**src/rtl/led_pkg.sv**
```systemverilog
// -----------------------------------------------------------------------------
// led_pkg
// Shared definitions for the status-LED blink scheduler.
//   led_state_t   : burst player states (IDLE, ON, OFF, GAP)
//   DEFAULT_CNT_W : default width of each requester's blink-count field
//   width_of()    : clog2-based field width that never collapses to zero bits,
//                   used for the prescaler, owner/pointer and gap counters
// -----------------------------------------------------------------------------
package led_pkg;

    localparam int DEFAULT_CNT_W = 4;

    typedef enum logic [1:0] {
        ST_IDLE = 2'd0,
        ST_ON   = 2'd1,
        ST_OFF  = 2'd2,
        ST_GAP  = 2'd3
    } led_state_t;

    // Number of bits needed to hold the values 0..n-1. A one-value range still
    // gets one bit so every derived vector has a legal width.
    function automatic int width_of(input int n);
        return (n > 1) ? $clog2(n) : 1;
    endfunction

endpackage : led_pkg

```
**src/rtl/led_tick_gen.sv**
```systemverilog
// -----------------------------------------------------------------------------
// led_tick_gen
// Prescaler that divides clk down to the LED phase rate.
//   clk      in   system clock
//   rst      in   asynchronous, active-high reset (counter cleared)
//   restart  in   clears the counter on the next edge so a new burst starts
//                 its first phase on an exact tick boundary
//   tick     out  high during the single cycle the counter sits at TICK_DIV-1
// Parameter TICK_DIV (>= 2): clk cycles per tick.
// -----------------------------------------------------------------------------
module led_tick_gen
    import led_pkg::*;
#(
    parameter int TICK_DIV = 6000000
) (
    input  logic clk,
    input  logic rst,
    input  logic restart,
    output logic tick
);

    localparam int              PW   = width_of(TICK_DIV);
    localparam logic [PW-1:0]   LAST = PW'(TICK_DIV - 1);

    logic [PW-1:0] cnt_reg;
    logic [PW-1:0] cnt_next;

    assign tick = (cnt_reg == LAST);

    // The counter wraps on its own tick; restart overrides so that the cycle
    // after restart always reads 0 regardless of where the counter was.
    always_comb begin
        cnt_next = cnt_reg + PW'(1);
        if (restart || tick) begin
            cnt_next = '0;
        end
    end

    always_ff @(posedge clk or posedge rst) begin
        if (rst) begin
            cnt_reg <= '0;
        end else begin
            cnt_reg <= cnt_next;
        end
    end

endmodule : led_tick_gen

```
**src/rtl/led_blink_sched.sv**
```systemverilog
// -----------------------------------------------------------------------------
// led_blink_sched
// Shares the single status LED between NREQ requesters. A round-robin arbiter
// picks a requester while idle, its blink count is captured, and a
// prescaler-timed FSM plays count blinks (one tick on, one tick off each),
// then holds the LED dark for GAP_TICKS ticks before arbitrating again.
//
// Ports:
//   clk    in   system clock
//   rst    in   asynchronous, active-high reset; aborts any burst, LED dark
//   req    in   [NREQ]        per-requester level request
//   count  in   [NREQ*CNT_W]  blink counts, requester i at [i*CNT_W +: CNT_W];
//                             only looked at in the cycle a request wins
//   grant  out  [NREQ]        one-hot, one-cycle pulse in the first cycle of
//                             the accepted burst
//   owner  out  [clog2(NREQ)] requester being (or last) served
//   busy   out  high whenever the FSM is not idle
//   led    out  LED drive, high = lit
//
// Parameters: NREQ (2..8), CNT_W, TICK_DIV (>= 2), GAP_TICKS (>= 1).
// -----------------------------------------------------------------------------
module led_blink_sched
    import led_pkg::*;
#(
    parameter int NREQ      = 4,
    parameter int CNT_W     = DEFAULT_CNT_W,
    parameter int TICK_DIV  = 6000000,
    parameter int GAP_TICKS = 2
) (
    input  logic                      clk,
    input  logic                      rst,
    input  logic [NREQ-1:0]           req,
    input  logic [NREQ*CNT_W-1:0]     count,
    output logic [NREQ-1:0]           grant,
    output logic [width_of(NREQ)-1:0] owner,
    output logic                      busy,
    output logic                      led
);

    localparam int                IDX_W    = width_of(NREQ);
    localparam int                GAP_W    = width_of(GAP_TICKS);
    // NREQ held one bit wider than an index so ptr+1+offset never overflows.
    localparam logic [IDX_W:0]    NREQ_X   = (IDX_W + 1)'(NREQ);
    localparam logic [IDX_W-1:0]  PTR_INIT = IDX_W'(NREQ - 1);
    localparam logic [GAP_W-1:0]  GAP_LAST = GAP_W'(GAP_TICKS - 1);

    // ------------------------------------------------------------------
    // State
    // ------------------------------------------------------------------
    led_state_t        state_reg;
    led_state_t        state_next;
    logic [CNT_W-1:0]  remaining_reg;
    logic [CNT_W-1:0]  remaining_next;
    logic [GAP_W-1:0]  gap_reg;
    logic [GAP_W-1:0]  gap_next;
    logic [IDX_W-1:0]  owner_reg;
    logic [IDX_W-1:0]  owner_next;
    logic [IDX_W-1:0]  ptr_reg;
    logic [IDX_W-1:0]  ptr_next;
    logic [NREQ-1:0]   grant_reg;
    logic [NREQ-1:0]   grant_next;

    logic              tick;
    logic              restart;

    // ------------------------------------------------------------------
    // Prescaler
    // ------------------------------------------------------------------
    led_tick_gen #(
        .TICK_DIV (TICK_DIV)
    ) u_tick_gen (
        .clk     (clk),
        .rst     (rst),
        .restart (restart),
        .tick    (tick)
    );

    // ------------------------------------------------------------------
    // Round-robin arbiter
    // Slot gi of the rotated view holds requester (ptr+1+gi) mod NREQ, so
    // the lowest asserted slot is the first requester after the pointer.
    // ------------------------------------------------------------------
    logic [NREQ-1:0]   req_rot;
    logic [IDX_W-1:0]  rot_idx [NREQ];
    logic              win_valid;
    logic [IDX_W-1:0]  win_idx;
    logic [CNT_W-1:0]  win_count;

    for (genvar gi = 0; gi < NREQ; gi++) begin : g_rot
        logic [IDX_W:0] sum;

        // sum < 2*NREQ, so one conditional subtraction is a full modulo.
        assign sum         = {1'b0, ptr_reg} + (IDX_W + 1)'(gi + 1);
        assign rot_idx[gi] = (sum >= NREQ_X) ? IDX_W'(sum - NREQ_X)
                                             : sum[IDX_W-1:0];
        assign req_rot[gi] = req[rot_idx[gi]];
    end

    // Scan from the far end so the nearest asserted slot is written last.
    always_comb begin
        win_valid = 1'b0;
        win_idx   = '0;
        for (int k = NREQ - 1; k >= 0; k--) begin
            if (req_rot[k]) begin
                win_valid = 1'b1;
                win_idx   = rot_idx[k];
            end
        end
    end

    assign win_count = count[win_idx*CNT_W +: CNT_W];

    // ------------------------------------------------------------------
    // Burst FSM: next state
    // ------------------------------------------------------------------
    always_comb begin
        state_next     = state_reg;
        remaining_next = remaining_reg;
        gap_next       = gap_reg;
        owner_next     = owner_reg;
        ptr_next       = ptr_reg;
        grant_next     = '0;
        restart        = 1'b0;

        case (state_reg)
            ST_IDLE: begin
                if (win_valid) begin
                    // Restarting the prescaler here makes the grant cycle
                    // the first cycle of a full-length phase.
                    restart             = 1'b1;
                    grant_next[win_idx] = 1'b1;
                    owner_next          = win_idx;
                    ptr_next            = win_idx;
                    remaining_next      = win_count;
                    gap_next            = '0;
                    // A zero-count request still costs a grant and a gap.
                    state_next          = (win_count == '0) ? ST_GAP : ST_ON;
                end
            end

            ST_ON: begin
                if (tick) begin
                    state_next = ST_OFF;
                end
            end

            ST_OFF: begin
                // remaining is at least 1 here, so the decrement never wraps.
                if (tick) begin
                    remaining_next = remaining_reg - CNT_W'(1);
                    if (remaining_reg == CNT_W'(1)) begin
                        state_next = ST_GAP;
                        gap_next   = '0;
                    end else begin
                        state_next = ST_ON;
                    end
                end
            end

            ST_GAP: begin
                if (tick) begin
                    if (gap_reg == GAP_LAST) begin
                        state_next = ST_IDLE;
                    end else begin
                        gap_next = gap_reg + GAP_W'(1);
                    end
                end
            end

            default: begin
                state_next = ST_IDLE;
            end
        endcase
    end

    // ------------------------------------------------------------------
    // Burst FSM: registers
    // ------------------------------------------------------------------
    always_ff @(posedge clk or posedge rst) begin
        if (rst) begin
            state_reg     <= ST_IDLE;
            remaining_reg <= '0;
            gap_reg       <= '0;
            owner_reg     <= '0;
            ptr_reg       <= PTR_INIT;
            grant_reg     <= '0;
        end else begin
            state_reg     <= state_next;
            remaining_reg <= remaining_next;
            gap_reg       <= gap_next;
            owner_reg     <= owner_next;
            ptr_reg       <= ptr_next;
            grant_reg     <= grant_next;
        end
    end

    // Outputs decode straight from registers, so they are glitch-free and
    // the LED is lit in the grant cycle itself.
    assign grant = grant_reg;
    assign owner = owner_reg;
    assign busy  = (state_reg != ST_IDLE);
    assign led   = (state_reg == ST_ON);

endmodule : led_blink_sched

```
**config.mk**
```make
export PLATFORM = sky130hd
export DESIGN_NAME = led_blink_sched
export DESIGN_NICKNAME = d
export VERILOG_FILES = /design/src/rtl/led_pkg.sv /design/src/rtl/led_tick_gen.sv /design/src/rtl/led_blink_sched.sv
export SDC_FILE = /design/constraint.sdc
export NUM_CORES = 1
export LEC_CHECK = 0
export BUFFER_PORTS_ARGS = -buffer_cell sky130_fd_sc_hd__buf_2
export CORE_UTILIZATION = 45
export DETAILED_ROUTE_END_ITERATION = 6
export HOLD_SLACK_MARGIN = 0.06
export PLACE_DENSITY_LB_ADDON = 0.25
export RECOVER_POWER = 100
export SYNTH_ARGS = -nofsm -noshare
export SYNTH_HDL_FRONTEND = slang
export SYNTH_SLANG_ARGS = --single-unit
```
**constraint.sdc**
```tcl
create_clock -name clk -period 4 [get_ports clk]
set_input_delay 0.2 -clock clk [delete_from_list [all_inputs] [get_ports clk]]
set_output_delay 0.2 -clock clk [all_outputs]
set_load 0.03 [all_outputs]
```
* Word-level counts from Yosys, hierarchy flattened *
Index checks and enable logic that the tools add are counted.

word-level totals
  flip-flop bits (word level) = 38
  input port bits = 22
  logic and storage cells = 95

cells by class
  add/sub/neg operators = 11
  $lt $le $gt $ge = 10
  eq/ne operators = 11
  shifts and indexed selects = 1
  muxes and demuxes = 44
  reductions and logical operators = 11

operator list
  kind                     number
  $mux W2                  15
  $add A23 B1 Y23 const B  1
  $eq A23 B23 Y1 const B   1
  $mux W23                 1
  $mux W1                  16
  $mux W4                  4
  $shiftx A16 B5 Y4        1
  $lt A2 B3 Y1 const B     5
  $ge A3 B3 Y1 const B     4
  $reduce_and A5 Y1        2
  $bmux W1 S2              4
  $pmux W2 S4              1
  $pmux W4 S2              1
  $sub A2 B1 Y2 const B    4
  $add A2 B2 Y3 const B    2
  $ne A2 B1 Y1 const B     3
  $ne A2 B2 Y1 const B     3
  $eq A2 B2 Y1 const B     2
  $eq A4 B1 Y1 const B     1
  $logic_not A4 Y1         1
  $reduce_bool A2 Y1       2
  $sub A4 B1 Y4 const B    1
  $add A2 B1 Y3 const B    1
  $add A2 B3 Y3 const B    1
  11 further kinds         11

* Logic depth before layout (Yosys ltp) *
Gate-level depths: netlist (run 1).

  depth in word-level cells = 15
  depth in mapped cells = 8
  mapped depth without buffers = 6

* By module *
Synthesis (run 1) repeated with hierarchy kept, for this count alone.

second synthesis, totals
  cell total of the unflattened synthesis = 241
  area total of the unflattened synthesis = 2,218.4 um^2

modules (own cells, without submodules)
  module           instances  cells each  area each (um^2)
  led_tick_gen     1          127         1,223.7
  led_blink_sched  1          114         994.7

* Least setup slack after synthesis (run 1) *
OpenSTA, ideal clock, no wires.

  kind = register to register
  start = register ptr_reg[1]
  end = register state_reg[1]
  library setup time = 0.104 ns
  data arrival time = 1.842 ns
  data required time = 3.896 ns
  path slack = 2.055 ns
  cell stages (with the launch flop) = 9
  path buffers = 2
  period minus slack after synthesis = 1.945 ns
  cell sequence = dfstp_2 clkbuf_2 nand2_1 o22ai_1 a311o_1 buf_6 mux2i_1 mux2i_1 o41ai_2

on the way
  longest elaborated chain between the ends = 14
  elaborated cells on any way between the ends = 39
  those cells by class = 8 x add/sub; 4 x order compare; 1 x eq/ne; 1 x shift; 23 x mux; 2 x reduce/logical

RTL lines
  element                                               RTL line                RTL
  start: declaration                                    led_blink_sched.sv:58   logic [IDX_W-1:0] ptr_reg;
  start signal: assignment                              led_blink_sched.sv:192  ptr_reg <= ptr_next;
  $add A2 B3 Y3                                         led_blink_sched.sv:93   assign sum = {1'b0, ptr_reg} + (IDX_W + 1)'(gi + 1);
  $ge A3 B3 Y1 / $sub A2 B1 Y2 (equally long branches)  led_blink_sched.sv:94   assign rot_idx[gi] = (sum >= NREQ_X) ? IDX_W'(sum - NREQ_X)
  $mux W2                                               led_blink_sched.sv:94
  $bmux W1 S2                                           led_blink_sched.sv:96   assign req_rot[gi] = req[rot_idx[gi]];
  $mux W1 (implied by the code)                         led_blink_sched.sv:96
  $mux W2 (4 in a row)                                  led_blink_sched.sv:104  if (req_rot[k]) begin
  $shiftx A16 B5 Y4                                     led_blink_sched.sv:111  assign win_count = count[win_idx*CNT_W +: CNT_W];
  $logic_not A4 Y1                                      led_blink_sched.sv:137  state_next = (win_count == '0) ? ST_GAP : ST_ON;
  $mux W2                                               led_blink_sched.sv:137
  $mux W2                                               led_blink_sched.sv:127  if (win_valid) begin
  $pmux W2 S4                                           led_blink_sched.sv:125  case (state_reg)
  end signal: assignment                                led_blink_sched.sv:188  state_reg <= state_next;
  end: declaration                                      led_blink_sched.sv:50   led_state_t state_reg;

Parallel ways exist; a longest one is shown, timed or not. The select of a mux whose other input is x is not followed.
A chain may end at the register's enable or synchronous reset.

* Final worst setup path (run 1) *
  start = register u_tick_gen.cnt_reg[14]
  end = register u_tick_gen.cnt_reg[5]

on the way
  longest elaborated chain between the ends = 3

RTL lines
  element                     RTL line            RTL
  start: declaration          led_tick_gen.sv:25  logic [PW-1:0] cnt_reg;
  start signal: assignment    led_tick_gen.sv:43  cnt_reg <= cnt_next;
  $eq A23 B23 Y1              led_tick_gen.sv:28  assign tick = (cnt_reg == LAST);
  $logic_or A1 B1 Y1          led_tick_gen.sv:34  if (restart || tick) begin
  $mux W23                    led_tick_gen.sv:34
  via u_tick_gen.cnt_next[5]  led_tick_gen.sv:26  logic [PW-1:0] cnt_next;

The timed path passes the listed nets, and every way through them passes these cells.

==> metrics.md, run 1 <==
| Metric | Value |
|---|---|
| Global-route wire length before repair | 6920 um |
| Post-route worst setup slack | 1110 ps |
| Overflow after GRT | 0 |
| DR WL/cell | 13.1 um |
| Critical path arrival | just over 3000 ps |
| Top cells by area, synth | sky130_fd_sc_hd__dfrtp_1 43%, sky130_fd_sc_hd__nor2_1 5.3%, sky130_fd_sc_hd__mux2i_1 5.2% |
| Highest achievable clock rate | 346 MHz |
| Sequential element share of the synthesized area | 45.0% |
| Number of vias per cell | 5.37 |
| Post-route minimum period | about 2900 ps |
| Post-synth top flop | sky130_fd_sc_hd__dfrtp_1 |
| Initial standard-cell utilization of the core | 47.6% |
| Number of global-route vias before repair | 1,551 |
| CP Buf/Inv Count | 1 |
| Max FFs per register | 23 |
| Synthesized cell area | 2120 um2 |
| Power density cells | 365 nW/um2 |
| Final hold violations | 0 |
| Die Width | 70.6 um |
| TritonCTS clock tree | yes |
| Pins Over Slew Limit | 39 |
| DPL Wire Length | 2810 um |
| Fraction of synthesis flops using an asynchronous set or reset pin | 100% |
| Number of design-rule violations left by the first detailed-router iteration | 71 |
| Clk pin slew, worst setup/hold paths | ~70 ps |
| DIE HEIGHT | 70.6 um |
| Floorplan core area | approximately 4400 um2 |
| Unrepaired setup endpoints after global routing | no |
| Startpoint-to-endpoint class of the critical path | reg -> reg |
| Leading area contributor after synthesis | sky130_fd_sc_hd__dfrtp_1 |
| Maximum level of the CTS H-tree | 2 |
| Clock sinks | 38 |
| Relative slew margins | -32.5% |
| Count of warnings emitted by yosys | 0 |
| Count of final setup violators | 0 |
| Delay-heaviest family, CP | compound AO/OA/AOI/OAI gates |
| Max VDD drop | 220 uV |
| Final Skew | about 7.4 ps |
| Remaining DRCs | 2 |
| Flip-flop and latch count after synthesis | 38 |
| Worst setup timing slack at the placement stage | around 1700 ps |
| Clock root buffer master | sky130_fd_sc_hd__clkbuf_8 |
| Rows | 24 |
| Ratio of cells with drive above 1 in the final layout | between 10% and 20% |
| Routed vias | about 1,600 |
| Max-Cap Viols | 1 |
| Syn_area_per_cell | ~9.7 um2 |
| Final core utilization | 53.9% |
| Pin count of the biggest net entering global routing | 39 |
| Launching element type of the critical path | flop |
| Peak fanout along the critical path | 15 |
| Violated checks | design-rule violations, max-capacitance violations, max-slew violations |
| Clock network latency to the later pin of the worst-skew pair | 290 ps |
| Top-level I/O count | 30 |
| Drt first pass iters | 6 |
| DP Cell Count | around 290 |
| Number of nets at the end of the flow | 274 |
| Total wirelength of the detailed-routed design | between 3000 and 4000 um |
| Area fraction of the dominant cell type after synthesis | 42.6% |
| Slowest stage cell, crit path | sky130_fd_sc_hd__o31ai_1 |
| Path category of the worst min-delay check | in -> reg |
| Final clock period utilization by the worst path | between 70% and 80% |
| CP endpoint kind | flop |
| Antenna diode instance count | 0 |
| Number of I/O port buffers | 29 |
| Status | complete, but fails checks |
| EDFF count, synth | 0 |
| Global-route usage over all layers | 17.7% |
| Synthesized netlist cell count | between 200 and 250 |
| P&R area growth vs syn | 13.1% |
| Syn_nets | 244 |
| Number of clock buffers inserted by TritonCTS | 5 |
| CTS Buffer Depth | 2 |
| Die area | 4980 um2 |
| Ordered cell list for the critical path | or4_1, o31ai_1, clkbuf_1, nor2_1 |
| Maximum cell stage delay along the critical path | 1030 ps |
| Antenna Nets Post-Route | 0 |
| Accumulated negative setup slack | 0 ps |
| Final non-filler cell total | 302 |
| Transition time at the pin with the least slew margin | 1990 ps |
| Required time of the critical path | 4150 ps |
| Library cells used by synthesis | 48 |
| Routability Congestion | 0.756 |
| Initial antenna violation count | 0 |
| Leakage power | around 1.1 nW |
## layout make-up
type | count | area [um2]
Tap cell | 52 | 65.1
Multi-Input combinational cell | 167 | 1060
Sequential cell | 38 | 953
Inverter | 5 | 18.8
Clock buffer | 6 | 82.6
Clock inverter | 2 | 60.1
Timing Repair Buffer | 32 | 153
Fill cell | 414 | 2050
## placed cells by master (no fill, tap or decap), types with 2 or more instances in the layout
master / n
sky130_fd_sc_hd__dfrtp_1: 36
sky130_fd_sc_hd__xnor2_1: 6
sky130_fd_sc_hd__o22ai_1: 2
sky130_fd_sc_hd__clkbuf_1: 10
sky130_fd_sc_hd__a21o_1: 5
sky130_fd_sc_hd__and3_1: 5
sky130_fd_sc_hd__or2_2: 3
sky130_fd_sc_hd__nor2b_1: 2
sky130_fd_sc_hd__nand3_1: 8
sky130_fd_sc_hd__o211ai_1: 2
sky130_fd_sc_hd__a21oi_1: 10
sky130_fd_sc_hd__ha_1: 3
sky130_fd_sc_hd__nand4_1: 5
sky130_fd_sc_hd__clkbuf_8: 6
sky130_fd_sc_hd__nand2_1: 19
sky130_fd_sc_hd__o21ai_0: 9
sky130_fd_sc_hd__xor2_1: 10
sky130_fd_sc_hd__nand2b_1: 2
sky130_fd_sc_hd__bufinv_16: 2
sky130_fd_sc_hd__inv_1: 5
sky130_fd_sc_hd__buf_2: 21
sky130_fd_sc_hd__mux2i_1: 11
sky130_fd_sc_hd__nor3_1: 5
sky130_fd_sc_hd__and3_2: 3
sky130_fd_sc_hd__and2b_2: 2
sky130_fd_sc_hd__or3_1: 6
sky130_fd_sc_hd__a22oi_1: 2
sky130_fd_sc_hd__nor2_1: 30
## layer usage
metal  vias up  GRT usage [%]  part of all wire, %
met5         -              0                    0
met4         0           8.00                  1.7
met3         8           3.56                  3.6
met2        23           27.0                   45
met1       765           24.5                   50
li1        825              -                    -
## synth_stat cells (3+ instances only)
| library cell | n |
|---|---|
| sky130_fd_sc_hd__inv_1 | 5 |
| sky130_fd_sc_hd__a21o_1 | 4 |
| sky130_fd_sc_hd__xor2_1 | 10 |
| sky130_fd_sc_hd__nand2_1 | 19 |
| sky130_fd_sc_hd__o21ai_0 | 9 |
| sky130_fd_sc_hd__or3_1 | 6 |
| sky130_fd_sc_hd__nor2_1 | 30 |
| sky130_fd_sc_hd__and3_2 | 3 |
| sky130_fd_sc_hd__buf_6 | 3 |
| sky130_fd_sc_hd__or2_2 | 3 |
| sky130_fd_sc_hd__a21oi_1 | 10 |
| sky130_fd_sc_hd__mux2i_1 | 11 |
| sky130_fd_sc_hd__ha_1 | 3 |
| sky130_fd_sc_hd__nand4_1 | 5 |
| sky130_fd_sc_hd__nor3_1 | 5 |
| sky130_fd_sc_hd__xnor2_1 | 6 |
| sky130_fd_sc_hd__dfrtp_1 | 36 |
| sky130_fd_sc_hd__and3_1 | 5 |
| sky130_fd_sc_hd__nand3_1 | 8 |
## worst register-to-register path: cells and delay by family, from the launching register on
| family | cells | cell delay [ps] |
|---|---|---|
| AOI/OAI and AO/OA | 1 | 1030 |
| and+or+nand+nor | 2 | 700 |
| DFF | 1 | 450 |
| buffers and inverters | 1 | 590 |
## kinds of logic after synthesis
kind of cell,synth area share [%]
AND/OR/NAND/NOR,23.1
AO/OA/AOI/OAI,13.8
flip-flops,45.0
XOR/XNOR,6.62
buffers and inverters,3.96
multiplexers,5.73
adder cells (fa/ha/maj),1.77
## worst paths after layout
path	start	slack, ps	end	depth (start not counted)
min	count[10]	360	state_reg[1]	4
max in group asynchronous	rst	1700	u_tick_gen.cnt_reg[6]	4
max reg2reg	u_tick_gen.cnt_reg[14]	1110	u_tick_gen.cnt_reg[5]	4
min in group asynchronous	rst	1160	grant[1]	4
min reg2reg	owner[1]	480	owner[1]	1
max	u_tick_gen.cnt_reg[14]	1110	u_tick_gen.cnt_reg[5]	4
## stage by stage
step	hold slack (ps)	total power, W	cell area (um2)
2_1_floorplan	391	0.000465	2120
3_3_place_gp	338	0.000485	2280
3_5_place_dp	340	0.000485	2280
4_1_cts	377	0.000886	2430
5_1_grt	410	0.000909	2390
6_report	362	0.000874	2390
## repair_timing
action | CTS | global route
hold buffers | 1 | 0
buffers inserted | 0 | 0
gates resized for setup | 0 | 0
hold endpoints to repair | 36 | 0
## power by group
| part | leakage [nW] | switching [W] | internal [W] |
|---|---|---|---|
| logic | 0.525 | 0.0000418 | 0.0000337 |
| registers | 0.488 | 0.00000821 | 0.000392 |
| clock network | 0.0714 | 0.000133 | 0.000266 |
| total | 1.08 | 0.000183 | 0.000691 |
Power figures use the tool's default switching activity.
==> run 2: changes to the inputs <==
==> constraint.sdc (replaced) <==
create_clock -name clk -period 3.02 [get_ports clk]
set_input_delay 0.151 -clock clk [delete_from_list [all_inputs] [get_ports clk]]
set_output_delay 0.151 -clock clk [all_outputs]
set_load 0.03 [all_outputs]
==> metrics.md, run 2 (synthesized netlist as in run 1, its figures left out) <==
| Metric | Value |
|---|---|
| Power share of the combinational group | 8.6% (about the same) |
| Launching element type of the critical path | flop (unchanged) |
| Final Skew | 7.10 ps (was 7.38 ps) |
| Count of final setup violators | 0 (unchanged) |
| Violated checks | design-rule violations (was design-rule violations, max-capacitance violations, max-slew violations) |
| Floorplan core area | 4440 um2 (unchanged) |
| Setup Fix Bufs, Post-CTS | 0 (unchanged) |
| Initial standard-cell utilization of the core | 47.6% (unchanged) |
| Antenna diode instance count | 0 (unchanged) |
| Net Switching | 0.000251 W (was 0.000183 W) |
| Unrepaired setup endpoints after global routing | no (unchanged) |
| Final hold violations | 0 (unchanged) |
| Most frequent standard cell in the layout excluding fill and tap cells | sky130_fd_sc_hd__dfrtp_1 (unchanged) |
| Routability Congestion | 0.763 (was 0.756) |
| Required time of the critical path | 3200 ps (was 4150 ps) |
| Ordered cell list for the critical path | or2_2, a21o_2, o31ai_1, clkbuf_1, and3_1, o21ai_0, o221a_2 (was or4_1, o31ai_1, clkbuf_1, nor2_1) |
| CP endpoint kind | flop (unchanged) |
| Max-Cap Viols | 0 (was 1) |
| Rows | 24 (unchanged) |
| CTS resizes | 0 (unchanged) |
| Post-route minimum period | 2290 ps (was 2890 ps) |
| Number of design-rule violations left by the first detailed-router iteration | 81 (was 71) |
| Flop2flop setup slack | 730 ps (was 1110 ps) |
| Drt first pass iters | 6 (unchanged) |
| Routed vias | 1,623 (was 1,621) |
| Top-level I/O count | 30 (unchanged) |
| DPL Wire Length | 3000 um (was 2810 um) |
| Ratio of cells with drive above 1 in the final layout | 18.8% (was 18.4%) |
| Relative slew margins | 38.6% (was -32.5%) |
| Transition time at the pin with the least slew margin | 921 ps (was 1990 ps) |
| DIE HEIGHT | 70.6 um (unchanged) |
| Internal power | 0.000894 W (was 0.000691 W) |
| Global-route wire length before repair | 7050 um (was 6920 um) |
| Number of vias per cell | 5.37 (about the same) |
| Relative contribution of the clock network to total power | 45.1% (was 45.6%) |
| Number of nets at the end of the flow | 274 (unchanged) |
| Delay-heaviest family, CP | compound AO/OA/AOI/OAI gates (unchanged) |
| DR WL/cell | 13.5 um (was 13.1 um) |
| Die area | 4980 um2 (unchanged) |
| Startpoint-to-endpoint class of the critical path | reg -> reg (unchanged) |
| P&R area growth vs syn | 12.8% (was 13.1%) |
| Global-route usage over all layers | 18.1% (was 17.7%) |
| CTS Buffer Depth | 2 (unchanged) |
| Pins Over Slew Limit | 0 (was 39) |
| Number of clock buffers inserted by TritonCTS | 5 (unchanged) |
| Peak fanout along the critical path | 14 (was 15) |
| Status | complete, but fails checks (unchanged) |
| Number of I/O port buffers | 29 (unchanged) |
| Clk pin slew, worst setup/hold paths | 80 ps (was 70 ps) |
| Die Width | 70.6 um (unchanged) |
| Power density cells | 480 nW/um2 (was 365 nW/um2) |
| Clock sinks | 38 (unchanged) |
| Highest achievable clock rate | 437 MHz (was 346 MHz) |
| Remaining DRCs | 2 (unchanged) |
| Initial antenna violation count | 0 (unchanged) |
| CP Buf/Inv Count | 1 (unchanged) |
| Max FFs per register | 23 (unchanged) |
| Antenna Nets Post-Route | 0 (unchanged) |
| Max VDD drop | 277 uV (was 220 uV) |
| Overflow after GRT | 0 (unchanged) |
| Number of global-route vias before repair | 1,494 (was 1,551) |
| Maximum cell stage delay along the critical path | 480 ps (was 1030 ps) |
| Total wirelength of the detailed-routed design | 4080 um (was 3950 um) |
| Slowest stage cell, crit path | sky130_fd_sc_hd__dfrtp_1 (was sky130_fd_sc_hd__o31ai_1) |
| Pin count of the biggest net entering global routing | 26 (was 39) |
| Sequential Power Share | 46.3% (was 45.8%) |
| Clock network latency to the later pin of the worst-skew pair | 300 ps (was 290 ps) |
| Leakage power | 1.08 nW (about the same) |
| Accumulated negative setup slack | 0 ps (unchanged) |
| Fraction of power spent switching nets | 21.9% (was 20.9%) |
| TritonCTS clock tree | yes (unchanged) |
| Path category of the worst min-delay check | in -> async (was in -> reg) |
| Clock root buffer master | sky130_fd_sc_hd__clkbuf_8 (unchanged) |
| Worst Hold Margin | 47.4 ps (was 362 ps) |
| Critical path arrival | 2470 ps (was 3040 ps) |
| CTS hold repair buffers | 0 (was 1) |
| Commonest cells after routing, fill and taps aside | 36 x sky130_fd_sc_hd__dfrtp_1, 30 x sky130_fd_sc_hd__nor2_1, 21 x sky130_fd_sc_hd__buf_2 (unchanged) |
| Final clock period utilization by the worst path | 75.8% (was 72.3%) |
| Maximum level of the CTS H-tree | 2 (unchanged) |
run 2: changes by cell type in the layout (fill, tap and decap cells not counted):
| cell | delta |
|---|---|
| sky130_fd_sc_hd__a21o_1 | -1 |
| sky130_fd_sc_hd__a21o_2 | +1 |
| sky130_fd_sc_hd__and4_1 | +1 |
| sky130_fd_sc_hd__and4_2 | -1 |
| sky130_fd_sc_hd__clkbuf_1 | +1 |
| sky130_fd_sc_hd__clkbuf_8 | -1 |
| sky130_fd_sc_hd__clkinv_4 | +1 |
| sky130_fd_sc_hd__dlygate4sd3_1 | -1 |
| sky130_fd_sc_hd__or4_1 | -1 |
| sky130_fd_sc_hd__or4_4 | +1 |
run 2: per-layer routing:
metal,share of wire (%),vias to the layer above,track usage [%]
li1,-,827,-
met1,51,769,26.6
met3,3.4,5,4.13
met4,1.5,0,6.67
met2,44,22,26.3
met5,0,-,0
run 2: worst register-to-register path, delay by kind of cell, from the launching register on:
kind	cells	cell delay (ps)
compound gates	4	670
simple gates	2	600
flops	1	480
buf+inv	1	440
run 2: worst paths after layout:
path	startpoint	end	depth (start not counted)
max reg2reg	state_reg[1]	remaining_reg[3]	7
min in group clk	count[12]	state_reg[1]	4
min	rst	u_tick_gen.cnt_reg[16]	2
max in group asynchronous	rst	u_tick_gen.cnt_reg[22]	3
min reg2reg	owner[1]	owner[1]	1
max	state_reg[1]	remaining_reg[3]	7
run 2: power groups by stage:
stage	clock, W	sequential [W]	combinational (W)
finish	0.000516	0.000530	0.0000987
global route	0.000544	0.000532	0.000112
CTS	0.000527	0.000530	0.000103
detailed placement	0	0.000540	0.000102
global placement	0	0.000540	0.000101
floorplan	0	0.000539	0.0000768
run 2: per-stage QoR:
stage	total power [W]	setup WS (ps)	instances	cell area, um2	utilization (%)
2_1_floorplan	0.000616	1070	219	2120	-
3_3_place_gp	0.000641	910	294	2280	51.4
3_5_place_dp	0.000642	863	294	2280	51.4
4_1_cts	0.00116	836	302	2420	54.5
5_1_grt	0.00119	530	302	2390	53.7
6_report	0.00115	732	302	2390	53.7
run 2: area by class of cell:
class / instances / area (um2)
fill: 422 / 2060
multi-input combinational: 167 / 1070
sequential: 38 / 953
timing repair buffer: 32 / 146
clock buffer: 5 / 68.8
clock inverter: 3 / 68.8
tap: 52 / 65.1
inverter: 5 / 18.8
